## src/rtl/cfg_regfile_if.sv

```systemverilog
`default_nettype none
// ============================================================================
// Module   : cfg_regfile_if
// Brief    : Wishbone classic slave bus bundle for cfg_regfile.
// Revision : 1.0 - initial release
// ============================================================================
interface cfg_regfile_if;
    logic        wbs_stb_i;
    logic        wbs_cyc_i;
    logic        wbs_we_i;
    logic [3:0]  wbs_sel_i;
    logic [31:0] wbs_dat_i;
    logic [31:0] wbs_adr_i;
    logic        wbs_ack_o;
    logic [31:0] wbs_dat_o;

    modport slave (
        input  wbs_stb_i, wbs_cyc_i, wbs_we_i, wbs_sel_i, wbs_dat_i, wbs_adr_i,
        output wbs_ack_o, wbs_dat_o
    );

    modport master (
        output wbs_stb_i, wbs_cyc_i, wbs_we_i, wbs_sel_i, wbs_dat_i, wbs_adr_i,
        input  wbs_ack_o, wbs_dat_o
    );
endinterface
`default_nettype wire

```

## src/rtl/cfg_regfile.sv

```systemverilog
`default_nettype none
// ============================================================================
// Module   : cfg_regfile
// Brief    : Wishbone register block issuing word-serial conv1/conv2/fc
//            parameter-memory commands. Optional macro CFG_READBACK_EN.
// Revision : 1.0 - initial release
// ============================================================================
module cfg_regfile #(
    parameter int          CONV1_BANK_BW      = 3,
    parameter int          CONV1_ADDR_BW      = 3,
    parameter int          CONV1_VECTOR_BW    = 104,
    parameter int          CONV2_BANK_BW      = 3,
    parameter int          CONV2_ADDR_BW      = 4,
    parameter int          CONV2_VECTOR_BW    = 64,
    parameter int          FC_BANK_BW         = 2,
    parameter int          FC_ADDR_BW         = 8,
    parameter int          FC_BIAS_BW         = 32,
    parameter logic [31:0] WISHBONE_BASE_ADDR = 32'h3000_0000
) (
    input  logic                       clk_i,
    input  logic                       rst_i,
    cfg_regfile_if.slave               wb,
    output logic                       conv1_rd_en_o,
    output logic                       conv1_wr_en_o,
    output logic [CONV1_BANK_BW-1:0]   conv1_rd_wr_bank_o,
    output logic [CONV1_ADDR_BW-1:0]   conv1_rd_wr_addr_o,
    output logic [CONV1_VECTOR_BW-1:0] conv1_wr_data_o,
    input  logic [CONV1_VECTOR_BW-1:0] conv1_rd_data_i,
    output logic                       conv2_rd_en_o,
    output logic                       conv2_wr_en_o,
    output logic [CONV2_BANK_BW-1:0]   conv2_rd_wr_bank_o,
    output logic [CONV2_ADDR_BW-1:0]   conv2_rd_wr_addr_o,
    output logic [CONV2_VECTOR_BW-1:0] conv2_wr_data_o,
    input  logic [CONV2_VECTOR_BW-1:0] conv2_rd_data_i,
    output logic                       fc_rd_en_o,
    output logic                       fc_wr_en_o,
    output logic [FC_BANK_BW-1:0]      fc_rd_wr_bank_o,
    output logic [FC_ADDR_BW-1:0]      fc_rd_wr_addr_o,
    output logic [FC_BIAS_BW-1:0]      fc_wr_data_o,
    input  logic [FC_BIAS_BW-1:0]      fc_rd_data_i
);
    localparam int         c_VEC_BW     = 104;
    localparam logic [5:0] c_OFS_CMD    = 6'h00;
    localparam logic [5:0] c_OFS_STATUS = 6'h01;
    localparam logic [5:0] c_OFS_WD0    = 6'h04;
    localparam logic [5:0] c_OFS_WD3    = 6'h07;
    localparam logic [5:0] c_OFS_RD0    = 6'h08;
    localparam logic [1:0] c_TGT_CONV1  = 2'd0;
    localparam logic [1:0] c_TGT_CONV2  = 2'd1;
    localparam logic [1:0] c_TGT_NONE   = 2'd3;
`ifdef CFG_READBACK_EN
    localparam logic       c_READBACK   = 1'b1;
`else
    localparam logic       c_READBACK   = 1'b0;
`endif

    logic                     w_hit, w_req, w_cmd_wr, w_go_wr, w_go_rd, w_unused_bits;
    logic [5:0]               w_ofs;
    logic [1:0]               w_tgt;
    logic [31:0]              w_rd_mux;
    logic                     r_ack_q, r_done_q, r_pend_q;
    logic [31:0]              r_dat_q, r_cmd_q;
    logic [c_VEC_BW-1:0]      r_wdata_q, r_rdata_q;
    logic [2:0]               r_wr_en_q, r_rd_en_q;
    logic [CONV1_BANK_BW-1:0] r_c1_bank_q;
    logic [CONV1_ADDR_BW-1:0] r_c1_addr_q;
    logic [CONV2_BANK_BW-1:0] r_c2_bank_q;
    logic [CONV2_ADDR_BW-1:0] r_c2_addr_q;
    logic [FC_BANK_BW-1:0]    r_fc_bank_q;
    logic [FC_ADDR_BW-1:0]    r_fc_addr_q;

    // A pending read capture holds off the next access so RDATA/STATUS are never stale.
    assign w_hit    = (wb.wbs_adr_i[31:8] == WISHBONE_BASE_ADDR[31:8]);
    assign w_req    = wb.wbs_stb_i & wb.wbs_cyc_i & w_hit & ~r_ack_q & ~r_pend_q;
    assign w_ofs    = wb.wbs_adr_i[7:2];
    assign w_tgt    = wb.wbs_dat_i[1:0];
    assign w_cmd_wr = w_req & wb.wbs_we_i & (w_ofs == c_OFS_CMD) & (wb.wbs_sel_i == 4'hF);
    assign w_go_wr  = w_cmd_wr &  wb.wbs_dat_i[2] & (w_tgt != c_TGT_NONE);
    assign w_go_rd  = w_cmd_wr & ~wb.wbs_dat_i[2] & (w_tgt != c_TGT_NONE) & c_READBACK;

    always_comb begin
        w_rd_mux = '0;
        case (w_ofs)
            c_OFS_CMD:     w_rd_mux = r_cmd_q;
            c_OFS_STATUS:  w_rd_mux = {31'd0, r_done_q};
            c_OFS_WD0:     w_rd_mux = r_wdata_q[31:0];
            6'h05:         w_rd_mux = r_wdata_q[63:32];
            6'h06:         w_rd_mux = r_wdata_q[95:64];
            c_OFS_WD3:     w_rd_mux = {24'd0, r_wdata_q[103:96]};
            c_OFS_RD0:     w_rd_mux = r_rdata_q[31:0];
            6'h09:         w_rd_mux = r_rdata_q[63:32];
            6'h0A:         w_rd_mux = r_rdata_q[95:64];
            6'h0B:         w_rd_mux = {24'd0, r_rdata_q[103:96]};
            default:       w_rd_mux = '0;
        endcase
    end

    always_ff @(posedge clk_i or posedge rst_i) begin
        if (rst_i) begin
            r_ack_q     <= 1'b0;
            r_dat_q     <= '0;
            r_cmd_q     <= '0;
            r_wdata_q   <= '0;
            r_wr_en_q   <= '0;
            r_c1_bank_q <= '0;
            r_c1_addr_q <= '0;
            r_c2_bank_q <= '0;
            r_c2_addr_q <= '0;
            r_fc_bank_q <= '0;
            r_fc_addr_q <= '0;
        end else begin
            r_ack_q   <= w_req;
            r_dat_q   <= (w_req && !wb.wbs_we_i) ? w_rd_mux : '0;
            r_wr_en_q <= '0;
            if (w_go_wr)
                r_wr_en_q <= 3'b001 << w_tgt;
            if (w_cmd_wr)
                r_cmd_q <= wb.wbs_dat_i;
            if (w_go_wr || w_go_rd) begin
                case (w_tgt)
                    c_TGT_CONV1: begin
                        r_c1_bank_q <= wb.wbs_dat_i[8 +: CONV1_BANK_BW];
                        r_c1_addr_q <= wb.wbs_dat_i[16 +: CONV1_ADDR_BW];
                    end
                    c_TGT_CONV2: begin
                        r_c2_bank_q <= wb.wbs_dat_i[8 +: CONV2_BANK_BW];
                        r_c2_addr_q <= wb.wbs_dat_i[16 +: CONV2_ADDR_BW];
                    end
                    default: begin
                        r_fc_bank_q <= wb.wbs_dat_i[8 +: FC_BANK_BW];
                        r_fc_addr_q <= wb.wbs_dat_i[16 +: FC_ADDR_BW];
                    end
                endcase
            end
            if (w_req && wb.wbs_we_i) begin
                for (int i = 0; i < 3; i++) begin
                    if (w_ofs == c_OFS_WD0 + 6'(i)) begin
                        for (int b = 0; b < 4; b++) begin
                            if (wb.wbs_sel_i[b])
                                r_wdata_q[i*32 + b*8 +: 8] <= wb.wbs_dat_i[b*8 +: 8];
                        end
                    end
                end
                // Only the low byte of WDATA3 backs real vector bits.
                if (w_ofs == c_OFS_WD3 && wb.wbs_sel_i[0])
                    r_wdata_q[96 +: 8] <= wb.wbs_dat_i[7:0];
            end
        end
    end

`ifdef CFG_READBACK_EN
    logic [1:0] r_pend_tgt_q;

    // Memory returns data the cycle after rd_en; r_pend_q marks that cycle.
    always_ff @(posedge clk_i or posedge rst_i) begin
        if (rst_i) begin
            r_rd_en_q    <= '0;
            r_pend_q     <= 1'b0;
            r_pend_tgt_q <= '0;
            r_rdata_q    <= '0;
            r_done_q     <= 1'b0;
        end else begin
            r_rd_en_q <= '0;
            if (w_go_rd) begin
                r_rd_en_q    <= 3'b001 << w_tgt;
                r_pend_tgt_q <= w_tgt;
            end
            r_pend_q <= |r_rd_en_q;
            if (r_pend_q) begin
                r_done_q <= 1'b1;
                case (r_pend_tgt_q)
                    c_TGT_CONV1: r_rdata_q <= c_VEC_BW'(conv1_rd_data_i);
                    c_TGT_CONV2: r_rdata_q <= c_VEC_BW'(conv2_rd_data_i);
                    default:     r_rdata_q <= c_VEC_BW'(fc_rd_data_i);
                endcase
            end else if (w_cmd_wr) begin
                r_done_q <= 1'b0;
            end
        end
    end

    assign w_unused_bits = ^wb.wbs_adr_i[1:0];
`else
    assign r_rd_en_q     = '0;
    assign r_pend_q      = 1'b0;
    assign r_rdata_q     = '0;
    assign r_done_q      = 1'b0;
    assign w_unused_bits = ^{wb.wbs_adr_i[1:0], conv1_rd_data_i, conv2_rd_data_i, fc_rd_data_i};
`endif

    assign wb.wbs_ack_o         = r_ack_q;
    assign wb.wbs_dat_o         = r_dat_q;
    assign conv1_wr_en_o        = r_wr_en_q[0];
    assign conv2_wr_en_o        = r_wr_en_q[1];
    assign fc_wr_en_o           = r_wr_en_q[2];
    assign conv1_rd_en_o        = r_rd_en_q[0];
    assign conv2_rd_en_o        = r_rd_en_q[1];
    assign fc_rd_en_o           = r_rd_en_q[2];
    assign conv1_rd_wr_bank_o   = r_c1_bank_q;
    assign conv1_rd_wr_addr_o   = r_c1_addr_q;
    assign conv2_rd_wr_bank_o   = r_c2_bank_q;
    assign conv2_rd_wr_addr_o   = r_c2_addr_q;
    assign fc_rd_wr_bank_o      = r_fc_bank_q;
    assign fc_rd_wr_addr_o      = r_fc_addr_q;
    assign conv1_wr_data_o      = r_wdata_q[CONV1_VECTOR_BW-1:0];
    assign conv2_wr_data_o      = r_wdata_q[CONV2_VECTOR_BW-1:0];
    assign fc_wr_data_o         = r_wdata_q[FC_BIAS_BW-1:0];
endmodule
`default_nettype wire

```

## src/flat_wrapper.sv

```systemverilog
// flat-port wrapper written by rule: the top's interface ports become plain ports
module cfg_regfile_flat 
#(
    parameter int          CONV1_BANK_BW      = 3,
    parameter int          CONV1_ADDR_BW      = 3,
    parameter int          CONV1_VECTOR_BW    = 104,
    parameter int          CONV2_BANK_BW      = 3,
    parameter int          CONV2_ADDR_BW      = 4,
    parameter int          CONV2_VECTOR_BW    = 64,
    parameter int          FC_BANK_BW         = 2,
    parameter int          FC_ADDR_BW         = 8,
    parameter int          FC_BIAS_BW         = 32,
    parameter logic [31:0] WISHBONE_BASE_ADDR = 32'h3000_0000
)
  (clk_i, rst_i, conv1_rd_en_o, conv1_wr_en_o, conv1_rd_wr_bank_o, conv1_rd_wr_addr_o, conv1_wr_data_o, conv1_rd_data_i, conv2_rd_en_o, conv2_wr_en_o, conv2_rd_wr_bank_o, conv2_rd_wr_addr_o, conv2_wr_data_o, conv2_rd_data_i, fc_rd_en_o, fc_wr_en_o, fc_rd_wr_bank_o, fc_rd_wr_addr_o, fc_wr_data_o, fc_rd_data_i, wb_wbs_stb_i, wb_wbs_cyc_i, wb_wbs_we_i, wb_wbs_sel_i, wb_wbs_dat_i, wb_wbs_adr_i, wb_wbs_ack_o, wb_wbs_dat_o);
  cfg_regfile_if wb_i ();
  input  logic clk_i;
  input  logic rst_i;
  output logic conv1_rd_en_o;
  output logic conv1_wr_en_o;
  output logic [CONV1_BANK_BW-1:0] conv1_rd_wr_bank_o;
  output logic [CONV1_ADDR_BW-1:0] conv1_rd_wr_addr_o;
  output logic [CONV1_VECTOR_BW-1:0] conv1_wr_data_o;
  input  logic [CONV1_VECTOR_BW-1:0] conv1_rd_data_i;
  output logic conv2_rd_en_o;
  output logic conv2_wr_en_o;
  output logic [CONV2_BANK_BW-1:0] conv2_rd_wr_bank_o;
  output logic [CONV2_ADDR_BW-1:0] conv2_rd_wr_addr_o;
  output logic [CONV2_VECTOR_BW-1:0] conv2_wr_data_o;
  input  logic [CONV2_VECTOR_BW-1:0] conv2_rd_data_i;
  output logic fc_rd_en_o;
  output logic fc_wr_en_o;
  output logic [FC_BANK_BW-1:0] fc_rd_wr_bank_o;
  output logic [FC_ADDR_BW-1:0] fc_rd_wr_addr_o;
  output logic [FC_BIAS_BW-1:0] fc_wr_data_o;
  input  logic [FC_BIAS_BW-1:0] fc_rd_data_i;
  input wire logic [$bits(wb_i.wbs_stb_i)-1:0] wb_wbs_stb_i;
  input wire logic [$bits(wb_i.wbs_cyc_i)-1:0] wb_wbs_cyc_i;
  input wire logic [$bits(wb_i.wbs_we_i)-1:0] wb_wbs_we_i;
  input wire logic [$bits(wb_i.wbs_sel_i)-1:0] wb_wbs_sel_i;
  input wire logic [$bits(wb_i.wbs_dat_i)-1:0] wb_wbs_dat_i;
  input wire logic [$bits(wb_i.wbs_adr_i)-1:0] wb_wbs_adr_i;
  output wire logic [$bits(wb_i.wbs_ack_o)-1:0] wb_wbs_ack_o;
  output wire logic [$bits(wb_i.wbs_dat_o)-1:0] wb_wbs_dat_o;
  assign wb_i.wbs_stb_i = wb_wbs_stb_i;
  assign wb_i.wbs_cyc_i = wb_wbs_cyc_i;
  assign wb_i.wbs_we_i = wb_wbs_we_i;
  assign wb_i.wbs_sel_i = wb_wbs_sel_i;
  assign wb_i.wbs_dat_i = wb_wbs_dat_i;
  assign wb_i.wbs_adr_i = wb_wbs_adr_i;
  assign wb_wbs_ack_o = wb_i.wbs_ack_o;
  assign wb_wbs_dat_o = wb_i.wbs_dat_o;
  cfg_regfile #(.CONV1_BANK_BW(CONV1_BANK_BW), .CONV1_ADDR_BW(CONV1_ADDR_BW), .CONV1_VECTOR_BW(CONV1_VECTOR_BW), .CONV2_BANK_BW(CONV2_BANK_BW), .CONV2_ADDR_BW(CONV2_ADDR_BW), .CONV2_VECTOR_BW(CONV2_VECTOR_BW), .FC_BANK_BW(FC_BANK_BW), .FC_ADDR_BW(FC_ADDR_BW), .FC_BIAS_BW(FC_BIAS_BW), .WISHBONE_BASE_ADDR(WISHBONE_BASE_ADDR)) u_core (.clk_i(clk_i), .rst_i(rst_i), .wb(wb_i), .conv1_rd_en_o(conv1_rd_en_o), .conv1_wr_en_o(conv1_wr_en_o), .conv1_rd_wr_bank_o(conv1_rd_wr_bank_o), .conv1_rd_wr_addr_o(conv1_rd_wr_addr_o), .conv1_wr_data_o(conv1_wr_data_o), .conv1_rd_data_i(conv1_rd_data_i), .conv2_rd_en_o(conv2_rd_en_o), .conv2_wr_en_o(conv2_wr_en_o), .conv2_rd_wr_bank_o(conv2_rd_wr_bank_o), .conv2_rd_wr_addr_o(conv2_rd_wr_addr_o), .conv2_wr_data_o(conv2_wr_data_o), .conv2_rd_data_i(conv2_rd_data_i), .fc_rd_en_o(fc_rd_en_o), .fc_wr_en_o(fc_wr_en_o), .fc_rd_wr_bank_o(fc_rd_wr_bank_o), .fc_rd_wr_addr_o(fc_rd_wr_addr_o), .fc_wr_data_o(fc_wr_data_o), .fc_rd_data_i(fc_rd_data_i));
endmodule
```

## config.mk

```make
export PLATFORM = sky130hd
export DESIGN_NAME = cfg_regfile_flat
export DESIGN_NICKNAME = d
export VERILOG_FILES = /design/src/rtl/cfg_regfile_if.sv /design/src/rtl/cfg_regfile.sv /design/src/flat_wrapper.sv
export SDC_FILE = /design/constraint.sdc
export NUM_CORES = 1
export LEC_CHECK = 0
export CORE_AREA = 2 2 206 208
export DETAILED_ROUTE_END_ITERATION = 12
export DIE_AREA = 0 0 208 210
export PLACE_DENSITY = 0.56
export SETUP_SLACK_MARGIN = 0.4
export SLEW_MARGIN = 30
export SYNTH_ARGS = -nofsm -noshare
export SYNTH_HDL_FRONTEND = slang
export SYNTH_SLANG_ARGS = --single-unit
```

## constraint.sdc

```tcl
create_clock -name clk_i -period 5.7 [get_ports clk_i]
set_input_delay 0.855 -clock clk_i [delete_from_list [all_inputs] [get_ports clk_i]]
set_output_delay 0.855 -clock clk_i [all_outputs]
set_load 0.01 [all_outputs]
```

**Yosys cells after proc, flatten, opt, wreduce, memory -nomap -nowiden**

Index checks and enable logic that the tools add are counted.
Widths: inputs -> output; s select.

- Bits in registers: 195
- Latch bits: 0
- RAM bits: 0
- Memory bits (read-only): 0
- Output and inout bits: 262
- Logic and storage cells: 68
- Memories: 0

- Add/subtract/negate cells: 0
- $mul: 0
- Divide/modulo/power cells: 0
- $lt $le $gt $ge: 0
- Equality and inequality tests: 8
- Shifts and indexed selects: 1
- Multiplexer cells: 3
- Bitwise logic cells: 10
- Reductions and logical operators: 23

Operator list:

| cell | count |
|---|---|
| $pmux 32 s5 | 1 |
| $reduce_and 3->1 | 12 |
| $mux 32 | 1 |
| $eq 24x22->1 const B | 1 |
| $eq 6x3->1 const B | 4 |
| $and 1x1->1 | 8 |
| $reduce_and 2->1 | 4 |
| $logic_not 6->1 | 1 |
| $eq 4x4->1 const B | 1 |
| $logic_and 1x1->1 | 3 |
| $mux 3 | 1 |
| $shl 1x2->3 const A | 1 |
| $eq 2x1->1 const B | 1 |
| $logic_not 2->1 | 1 |
| $ne 2x2->1 const B | 1 |
| $not 1->1 | 2 |
| $reduce_or 2->1 | 1 |
| $logic_not 1->1 | 1 |

**Logic depth before layout (Yosys ltp)**

Gate-level depths: netlist of the first run.

- Word-level depth: 9
- Gate-level depth with buffers: 7
- Depth with buffers taken out: 4

**Worst setup path before layout of the first run**

OpenSTA, ideal clock, no wires.

- Path type: input to register
- Start: input port wb_wbs_adr_i[24]
- End: register u_core.r_wdata_q[72], in the netlist u_core.conv1_wr_data_o[72]
- Library setup time: 0.125 ns
- Data arrival time: 3.001 ns
- Data required time: 5.575 ns
- Slack: 2.574 ns
- Stages: 6
- Path buffers: 2
- Path through: or4b_1 -> or3_1 -> buf_6 -> buf_12 -> nor4_4 -> mux2_4

- Cells in the longest elaborated chain, start to end: 5

RTL lines:

| what | RTL line | source |
|---|---|---|
| start, declared | flat_wrapper.sv:42 | `input wire logic [$bits(wb_i.wbs_adr_i)-1:0] wb_wbs_adr_i;` |
| $eq 24x22->1 | cfg_regfile.sv:73 | `assign w_hit = (wb.wbs_adr_i[31:8] == WISHBONE_BASE_ADDR[31:8]);` |
| $and 1x1->1 (2 in series) | cfg_regfile.sv:74 | `assign w_req = wb.wbs_stb_i & wb.wbs_cyc_i & w_hit & ~r_ack_q & ~r_pend_q;` |
| $logic_and 1x1->1 | cfg_regfile.sv:135 | `if (w_req && wb.wbs_we_i) begin` |
| $reduce_and 3->1 (no source line) | -- |  |
| end signal, assigned by index | cfg_regfile.sv:140 | `r_wdata_q[i*32 + b*8 +: 8] <= wb.wbs_dat_i[b*8 +: 8];` |
| end signal, assigned by index | cfg_regfile.sv:146 | `r_wdata_q[96 +: 8] <= wb.wbs_dat_i[7:0];` |
| end, declared | cfg_regfile.sv:63 | `logic [c_VEC_BW-1:0] r_wdata_q, r_rdata_q;` |

Every way passes these cells.
A chain may end at the register's enable or synchronous reset.

**Worst setup path after layout of the first run**

- Start: input port wb_wbs_adr_i[24]
- End: register u_core.r_c2_bank_q[2], in the netlist u_core.conv2_rd_wr_bank_o[2]

- Cells in the longest elaborated chain, start to end: 9

RTL lines:

| what | RTL line | source |
|---|---|---|
| $eq 24x22->1 | cfg_regfile.sv:73 |  |
| $and 1x1->1 (2 in series) | cfg_regfile.sv:74 |  |
| $and 1x1->1 (3 in series) | cfg_regfile.sv:77 | `assign w_cmd_wr = w_req & wb.wbs_we_i & (w_ofs == c_OFS_CMD) & (wb.wbs_sel_i == 4'hF);` |
| $and 1x1->1 (2 in series) | cfg_regfile.sv:78 | `assign w_go_wr = w_cmd_wr & wb.wbs_dat_i[2] & (w_tgt != c_TGT_NONE);` |
| $reduce_and 2->1 (no source line) | -- |  |
| end signal, assigned | cfg_regfile.sv:126 | `r_c2_bank_q <= wb.wbs_dat_i[8 +: CONV2_BANK_BW];` |
| end, declared | cfg_regfile.sv:67 | `logic [CONV2_BANK_BW-1:0] r_c2_bank_q;` |

Every way passes these cells.

==> impl_metrics.ini, run 1 <==
[global_routing]
grt_util_met1 = 0.197
grt_pass1_wl_um = 46000
globalRouteMet3Util = 0.0523
grt_pass1_vias = 6581
top_usage_layer = met2
antenna_found_initial = 1
grt_max_degree = 102
grtUsageTotal = 0.146
overflow = 0
grt.met2_usage = 0.219

[outcome]
status = completed

[placed_design]
dpl_cell_area_um2 = 12300
dp_cells = 1423
hpwl_um = 22600
finalWeightedCongestion = 0.749
port_buffers = 329

[layout]
fin_nets = 1176
fin_area_um2 = 12800
area_growth_pct = 43.5
fin_cells = 1454
drive_above_1_share = 0.274
insertedDiodeCount = 0

[yosys]
synth-seq-cells = 195
avgSynthCellArea_um2 = 13.6
netlist_instances = 658
syn_area_um2 = 8950
yosys.area.top_type = dfrtp_1
synth-edff-count = 0
synth_warnings = 0
ys.flop_type = dfrtp_1
synthTopCellsByCount = dfrtp_1 (195), mux2_2 (166), buf_4 (99)
synth_cell_types = 37
synthTopCellsByArea = dfrtp_1 (55%), mux2_2 (21%), buf_4 (8.3%)
synth_most_common_cell = dfrtp_1
async_reset_ff_frac = 1.00
synth_top_area_frac = 0.545
synth_seq_area_share = 0.545

[min_path]
hold-path-endpoint = u_core.r_cmd_q[24]$_DFFE_PP0P_
hold_start = u_core.r_cmd_q[24]$_DFFE_PP0P_
worstHoldPathCells = 1
worstHoldPathType = reg2reg

[sta]
hold_viol = 0
fin_crit_sh = 0.611
min_period_ps = 3480
slew_headroom = 0.330
whs_ps = 494
worstMarginPinSlew_ps = 1000
fmax_ghz = 0.287
setup_viol = 0
slew_violations = 0
setup_tns_ps = 0
rsz0062_at_grt = false
fin_skew_ps = 10.3

[critical_path]
rrSetupSlack_ps = 2770
critPathCaptureType = flop
r2r-end = u_core.r_cmd_q[15]$_DFFE_PP0P_
crit_required_ps = 6030
crit_fanout = 18
r2r_start = u_core.wb.wbs_ack_o$_DFF_PP0_
arrival_ps = 3810
cp-start-kind = primary input
reg2reg_depth = 7
worstSetupPathType = in2reg

[power]
p_leak_uw = 0.00555
pwr_density_cell_nw_per_um2 = 210
finalPower_uw = 2700
irDropWorstVdd_mv = 0.191

[clock_tree]
cts-root-buf = clkbuf_16
cts_setup_buffers = 0
clock-sinks = 195
cts.clk_slew.worst_paths_ps = 80
htree_levels = 4
cts_hold_buf = 0
clockBufferDepth = 2
cts_buffers = 17
insertion_delay_ps = 450
cts_tree = yes
cts-resized-gates = 0

[floorplan]
initial_core_util = 0.216
die_y_um = 210
dieArea_um2 = 43700
fp-row-count = 75
ioPinCount = 535
fp.dieW_um = 208
coreArea_um2 = 41500

[drt]
via_per_inst = 4.32
routed_wl_um = 31800
wire_per_inst_um = 21.9
vias = 6280
drt_iter0_drc = 322
antenna_left = 0
drc = 0
drt_pass1_iterations = 6

[flow_run]
drv_cap = 0
==> state kept, by name, summed over array words and instances, names as in the netlist, 2 cells and up <==
register and count:
u_core.conv1_rd_wr_addr_o 3, u_core.conv1_rd_wr_bank_o 3, u_core.conv1_wr_data_o 104, u_core.conv2_rd_wr_addr_o 4, u_core.conv2_rd_wr_bank_o 3, u_core.fc_rd_wr_addr_o 8
u_core.fc_rd_wr_bank_o 2, u_core.r_cmd_q 32, u_core.r_wr_en_q 3, u_core.wb.wbs_dat_o 32
==> stage by stage <==
step                 util  worst slack [ps]
global route        0.310              2020
floorplan               -              2330
CTS                 0.310              1770
detailed placement  0.296              1280
global placement    0.296              1420
finish              0.310              2220
==> routing by layer <==
layer	vias up	part of all wire	wire length (µm)
li1	2773	-	-
met1	3177	0.45	14400
met2	309	0.44	14200
met3	19	0.089	2840
met4	2	0.013	402
met5	-	0.00041	13
==> cell families (layout without fill, tap and decap cells) <==
kind of cell,Yosys count,after routing,share of synthesized area
compound gates,73,73,0.0568
buf+inv,132,387,0.101
flops,195,195,0.545
mux,175,175,0.224
other cells,1,3,0.000419
simple gates,82,82,0.0729
==> critical path, stage by stage <==
cell and delay [ps]:
clkdlybuf4s50_1 430, or4b_1 600, or3_1 390, buf_4 260, nand4bb_1 750, mux2_2 520
==> placed cells by master, fill, tap and decap left out, types with 3 or more instances in the layout <==
cell type / n
mux2_2: 166
clkbuf_16: 17
mux2_4: 8
nor4_1: 4
clkinvlp_4: 3
nor4_4: 14
or3_1: 3
a222oi_1: 16
a22oi_1: 24
dfrtp_1: 195
clkdlybuf4s50_1: 329
conb_1: 3
nor2_1: 4
nand2_1: 32
clkinv_8: 3
nand4bb_1: 3
a21oi_1: 32
clkinv_4: 3
inv_1: 4
inv_8: 3
buf_4: 20
==> power by group <==
group | internal [µW] | switching [µW] | total, µW
combinational | 52.5 | 75.6 | 128
sequential | 1380 | 0.00000413 | 1380
clock | 580 | 608 | 1190
total | 2010 | 684 | 2700
==> worst max path at each step <==
stage / startpoint / end / slack, ps / cells after the start
2_1_floorplan: rst_i / u_core.conv1_rd_wr_addr_o[0]$_DFFE_PP0P_ / 2330 / 1
3_3_place_gp: wb_wbs_adr_i[4] / u_core.conv1_wr_data_o[91]$_DFFE_PP0P_ / 1420 / 6
3_5_place_dp: wb_wbs_adr_i[4] / u_core.conv1_wr_data_o[93]$_DFFE_PP0P_ / 1280 / 6
4_1_cts: wb_wbs_adr_i[4] / u_core.conv1_wr_data_o[93]$_DFFE_PP0P_ / 1770 / 6
5_1_grt: wb_wbs_adr_i[4] / u_core.conv1_wr_data_o[93]$_DFFE_PP0P_ / 2020 / 6
6_report: wb_wbs_adr_i[24] / u_core.conv2_rd_wr_bank_o[2]$_DFFE_PP0P_ / 2220 / 6
==> layout make-up <==
| type | instances | area [µm²] |
|---|---|---|
| well taps | 539 | 674 |
| fillers | 4241 | 28600 |
| multi-input cells | 333 | 3210 |
| inverters | 5 | 22.5 |
| clock buffers | 17 | 425 |
| repair buffers | 351 | 3480 |
| clock inverters | 14 | 146 |
| flip-flops and latches | 195 | 4880 |
(Power assumes the default switching activity.)
==> run 2, diff against run 1 <==
- PLACE_DENSITY: 0.56 -> 0.54
- clock period: 5.7 -> 3.5 ns (I/O delays scaled with it)
==> run 2 against run 1 <==
Against the previous run:
- die area stayed put
- via count up 1.3%
- total power rose by 63%
- clock skew rose by 2.4 ps
- non-clock buffer count is 29 higher
- utilization up 1.0 points
- largest cell class unchanged
- cell count grew 2.1%
- worst hold slack got worse by 75 ps
- critical endpoint is now u_core.conv1_wr_data_o[50]$_DFFE_PP0P_
- count of clock-buffer cells in the layout rose by 3
==> impl_metrics.ini, run 2 (synthesis gave the netlist of run 1 again) <==
[power]
p_leak_uw = 0.00576
p_clk_frac = 0.438
internal_power_uw = 3330
p_comb_frac = 0.051
pwr_density_cell_nw_per_um2 = 332
irDropWorstVdd_mv = 0.332
pwr-share-seq = 0.512
p_sw_frac = 0.244
p_sw_uw = 1070

[drt]
antenna_left = 0
routed_wl_um = 31200
wire_per_inst_um = 21.0
via_per_inst = 4.28
vias = 6360
drt_iter0_drc = 310
drt_pass1_iterations = 6
drc = 0

[placed_design]
port_buffers = 329
finalWeightedCongestion = 0.731
dp_cells = 1451
pre_cts_slack_ps = 194
hpwl_um = 22800

[outcome]
status = completed

[global_routing]
antenna_found_initial = 1
grtUsageTotal = 0.141
grt_pass1_vias = 6651
overflow = 0
grt_pass1_wl_um = 45500
grt_max_degree = 50

[floorplan]
fp-row-count = 75
fp.dieW_um = 208
coreArea_um2 = 41500
dieArea_um2 = 43700
ioPinCount = 535
die_y_um = 210
initial_core_util = 0.216

[critical_path]
critPathBufInv = 3
crit_path_cell_trace = clkdlybuf4s50_1, or4b_1, or3_1, buf_12, nor4_4, buf_12, mux2_2
crit_required_ps = 3830
worstSetupPathType = in2reg
max_stage_delay_ps = 610
critPathCaptureType = flop
path_delay_family = simple AND/OR/NAND/NOR gates
cp-start-kind = primary input
critPathSlowestCell = or4b_1
crit_fanout = 17
arrival_ps = 3190
critical_path.most_common_cell = buf_12

[sta]
min_period_ps = 2860
hold_viol = 0
fmax_ghz = 0.350
worstMarginPinSlew_ps = 587
fin_crit_sh = 0.817
fin_skew_ps = 12.7
setup_tns_ps = 0
rsz0062_at_grt = false
setup_viol = 0
slew_headroom = 0.608
slew_violations = 0
setup_ws_ps = 641

[layout]
fin_nets = 1205
area_growth_pct = 48.2
fin_cells = 1485
final_cell_mix = clkdlybuf4s50_1 (329), dfrtp_1 (195), mux2_2 (166)
fillers = 4201
final_common_cell = clkdlybuf4s50_1
drive_above_1_share = 0.294
largest_reg_flops = 104

[clock_tree]
cts.clk_slew.worst_paths_ps = 70
htree_levels = 4
cts_setup_buffers = 0
cts-root-buf = clkbuf_16
clockBufferDepth = 2
cts_tree = yes
insertion_delay_ps = 450
cts_hold_buf = 0
cts-resized-gates = 0
cts_buffers = 17
clock-sinks = 195

[min_path]
worstHoldPathType = in2async

[flow_run]
drv_cap = 0
[run 2: cell types whose count changed in the layout (fill, tap and decap cells not counted), sizes merged]
cell    before  now
buf         22   51
clkinv       7    2
clkbuf      17   20
inv          9   12
diode        0    1
[run 2: metal layers]
| metal | part of all wire | vias to the layer above | GRT usage | wire length (µm) |
|---|---|---|---|---|
| met2 | 0.46 | 277 | 0.222 | 14400 |
| met1 | 0.45 | 3244 | 0.188 | 14200 |
| met5 | 0 | - | 0 | 0 |
| met4 | 0.0055 | 0 | 0.0254 | 173 |
| li1 | - | 2829 | - | - |
| met3 | 0.080 | 10 | 0.0515 | 2480 |
[run 2: path summary, 6_finish.rpt]
path,from,end,slack (ps),cells after the start
max,wb_wbs_adr_i[30],u_core.conv1_wr_data_o[50]$_DFFE_PP0P_,640,7
min,rst_i,u_core.conv1_wr_data_o[103]$_DFFE_PP0P_,420,2
max reg2reg,u_core.wb.wbs_ack_o$_DFF_PP0_,u_core.wb.wbs_dat_o[29]$_DFF_PP0_,1020,7
min reg2reg,u_core.r_cmd_q[24]$_DFFE_PP0P_,u_core.r_cmd_q[24]$_DFFE_PP0P_,490,1
max in group asynchronous,rst_i,u_core.r_cmd_q[30]$_DFFE_PP0P_,2260,4
min in group clk_i,u_core.r_cmd_q[24]$_DFFE_PP0P_,u_core.r_cmd_q[24]$_DFFE_PP0P_,490,1
[run 2: layout make-up]
cell class              count  area [µm²]  area share
clock buffers              20         457      0.0344
well taps                 539         674      0.0508
multi-input cells         333        3200       0.242
repair buffers            380        3910       0.295
inverters                   5        22.5     0.00170
diodes                      1        2.50    0.000189
clock inverters            12         109     0.00821
flip-flops and latches    195        4880       0.368
[run 2: per-stage QoR]
step | total power (µW) | hold slack, ps | util | instance area [µm²]
finish | 4400 | 419 | 0.320 | 13300
detailed placement | 2520 | 479 | 0.306 | 12700
global placement | 2520 | 475 | 0.306 | 12700
floorplan | 2360 | 459 | - | 8960
global route | 4600 | 428 | 0.320 | 13300
CTS | 4480 | 497 | 0.319 | 13200
[run 2: power groups by stage]
stage,clock [µW],combinational [µW],sequential (µW)
floorplan,0,65.7,2300
finish,1930,224,2250
global placement,0,224,2300
global route,2110,245,2250
detailed placement,0,226,2300
CTS,2000,227,2250
==> run 3, diff against run 2 <==
- clock period: 3.5 -> 2.7 ns (I/O delays scaled with it)
==> run 3 against run 2 <==
Against the previous run:
- critical path depth up 1
- sequential power up 30%
- routed wire length grew 2.6%
- total power increased by 37%
- register-to-register slack lost 480 ps
- count of clock-buffer cells in the layout shrank 1
- clock skew shrank 1.9 ps
- combinational power grew 35%
- utilization up 2.2 points
==> impl_metrics.ini, run 3 (synthesis gave the netlist of run 1 again) <==
[power]
pwr_density_cell_nw_per_um2 = 424
p_sw_frac = 0.237
p_sw_uw = 1430
internal_power_uw = 4590
irDropWorstVdd_mv = 0.408
pwr-share-seq = 0.485
finalPower_uw = 6020
p_comb_frac = 0.050
p_clk_frac = 0.465
p_leak_uw = 0.00603

[clock_tree]
clockBufferDepth = 2
cts_hold_buf = 0
cts-root-buf = clkbuf_16
htree_levels = 4
insertion_delay_ps = 460
cts_tree = yes
cts_buffers = 17
cts.clk_slew.worst_paths_ps = 80
clock-sinks = 195

[layout]
drive_above_1_share = 0.356
final_common_cell = clkdlybuf4s50_1
fin_area_um2 = 14200
fillers = 4101
fin_nets = 1217
largest_reg_flops = 104
area_growth_pct = 58.6
fin_cells = 1497
final_cell_mix = clkdlybuf4s50_1 (317), dfrtp_1 (195), mux2_4 (134), mux2_2 (41), buf_4 (34)

[critical_path]
worstSetupPathType = in2reg
crit_path_end = u_core.conv1_wr_data_o[77]$_DFFE_PP0P_
cp-start-kind = primary input
crit_path_start = wb_wbs_adr_i[25]
r2r-end = u_core.conv1_wr_data_o[77]$_DFFE_PP0P_
r2r_start = u_core.wb.wbs_ack_o$_DFF_PP0_
reg2reg_depth = 7
critPathCaptureType = flop
crit_fanout = 17
crit_required_ps = 3040
rrSetupSlack_ps = 540
arrival_ps = 2590

[outcome]
status = completed

[sta]
slew_violations = 0
min_period_ps = 2260
fmax_ghz = 0.443
fin_skew_ps = 10.8
hold_viol = 0
rsz0062_at_grt = true
fin_crit_sh = 0.837
setup_viol = 0
setup_tns_ps = 0

[placed_design]
finalWeightedCongestion = 0.699
hpwl_um = 23300
dp_cells = 1461
port_buffers = 329
dpl_cell_area_um2 = 13500

[drt]
wire_per_inst_um = 21.4
drc = 0
antenna_left = 0
vias = 6433
drt_iter0_drc = 260
drt_pass1_iterations = 5
via_per_inst = 4.30
routed_wl_um = 32100

[flow_run]
drv_cap = 0

[floorplan]
dieArea_um2 = 43700
die_y_um = 210
ioPinCount = 535
coreArea_um2 = 41500
fp-row-count = 75
initial_core_util = 0.216
fp.dieW_um = 208

[min_path]
worstHoldPathType = in2async

[global_routing]
grt_max_degree = 69
grt_pass1_wl_um = 46500
overflow = 0
grtUsageTotal = 0.146
grt_pass1_vias = 6832
antenna_found_initial = 3
run 3: what timing repair did:
| item | CTS | global route |
|---|---|---|
| buffers inserted | 1 | 0 |
| gates resized for setup | 36 | 8 |
| pin swaps | 5 | 3 |
| setup endpoints to repair | 192 | 64 |
| cloned | 1 | 1 |
run 3: per-layer routing:
metal / track usage / part of all wire
met5: 0 / 0.00072
met3: 0.0505 / 0.082
met4: 0.0320 / 0.011
met2: 0.226 / 0.46
met1: 0.197 / 0.45
run 3: power by group through the flow:
stage	logic (µW)	clock network (µW)	registers (µW)
2_1_floorplan	91.4	0	2980
3_5_place_dp	313	0	2980
4_1_cts	310	2880	2920
6_report	303	2800	2920
3_3_place_gp	310	0	2980
5_1_grt	330	3000	2920
run 3: through the flow:
stage | hold slack (ps) | util | setup WS [ps]
floorplan | 477 | - | -223
CTS | 291 | 0.341 | 383
detailed placement | 491 | 0.324 | -508
finish | 308 | 0.342 | 441
global placement | 485 | 0.324 | -521
global route | 319 | 0.342 | 389
run 3: worst min path at each step:
stage	slack, ps	end
after floorplan	480	u_core.r_cmd_q[19]$_DFFE_PP0P_
final	310	u_core.r_cmd_q[12]$_DFFE_PP0P_
after detailed placement	490	u_core.r_cmd_q[20]$_DFFE_PP0P_
after global routing	320	u_core.r_cmd_q[12]$_DFFE_PP0P_
after global placement	480	u_core.r_cmd_q[30]$_DFFE_PP0P_
after CTS	290	u_core.r_cmd_q[12]$_DFFE_PP0P_
run 3: worst max-delay path, cell delays in order:
cell	delay [ps]
clkdlybuf4s50_1	450
nor4_4	310
nand4_1	180
buf_6	180
buf_12	170
nor4_4	350
buf_4	230
mux2_4	300
run 3: area by class of cell:
class	instances	area, µm²	share of cell area
flip-flops and latches	195	4880	0.344
repair buffers	392	4090	0.288
multi-input cells	333	3880	0.274
well taps	539	674	0.0475
clock buffers	19	453	0.0319
clock inverters	13	189	0.0133
inverters	5	22.5	0.00159
diodes	1	2.50	0.000176
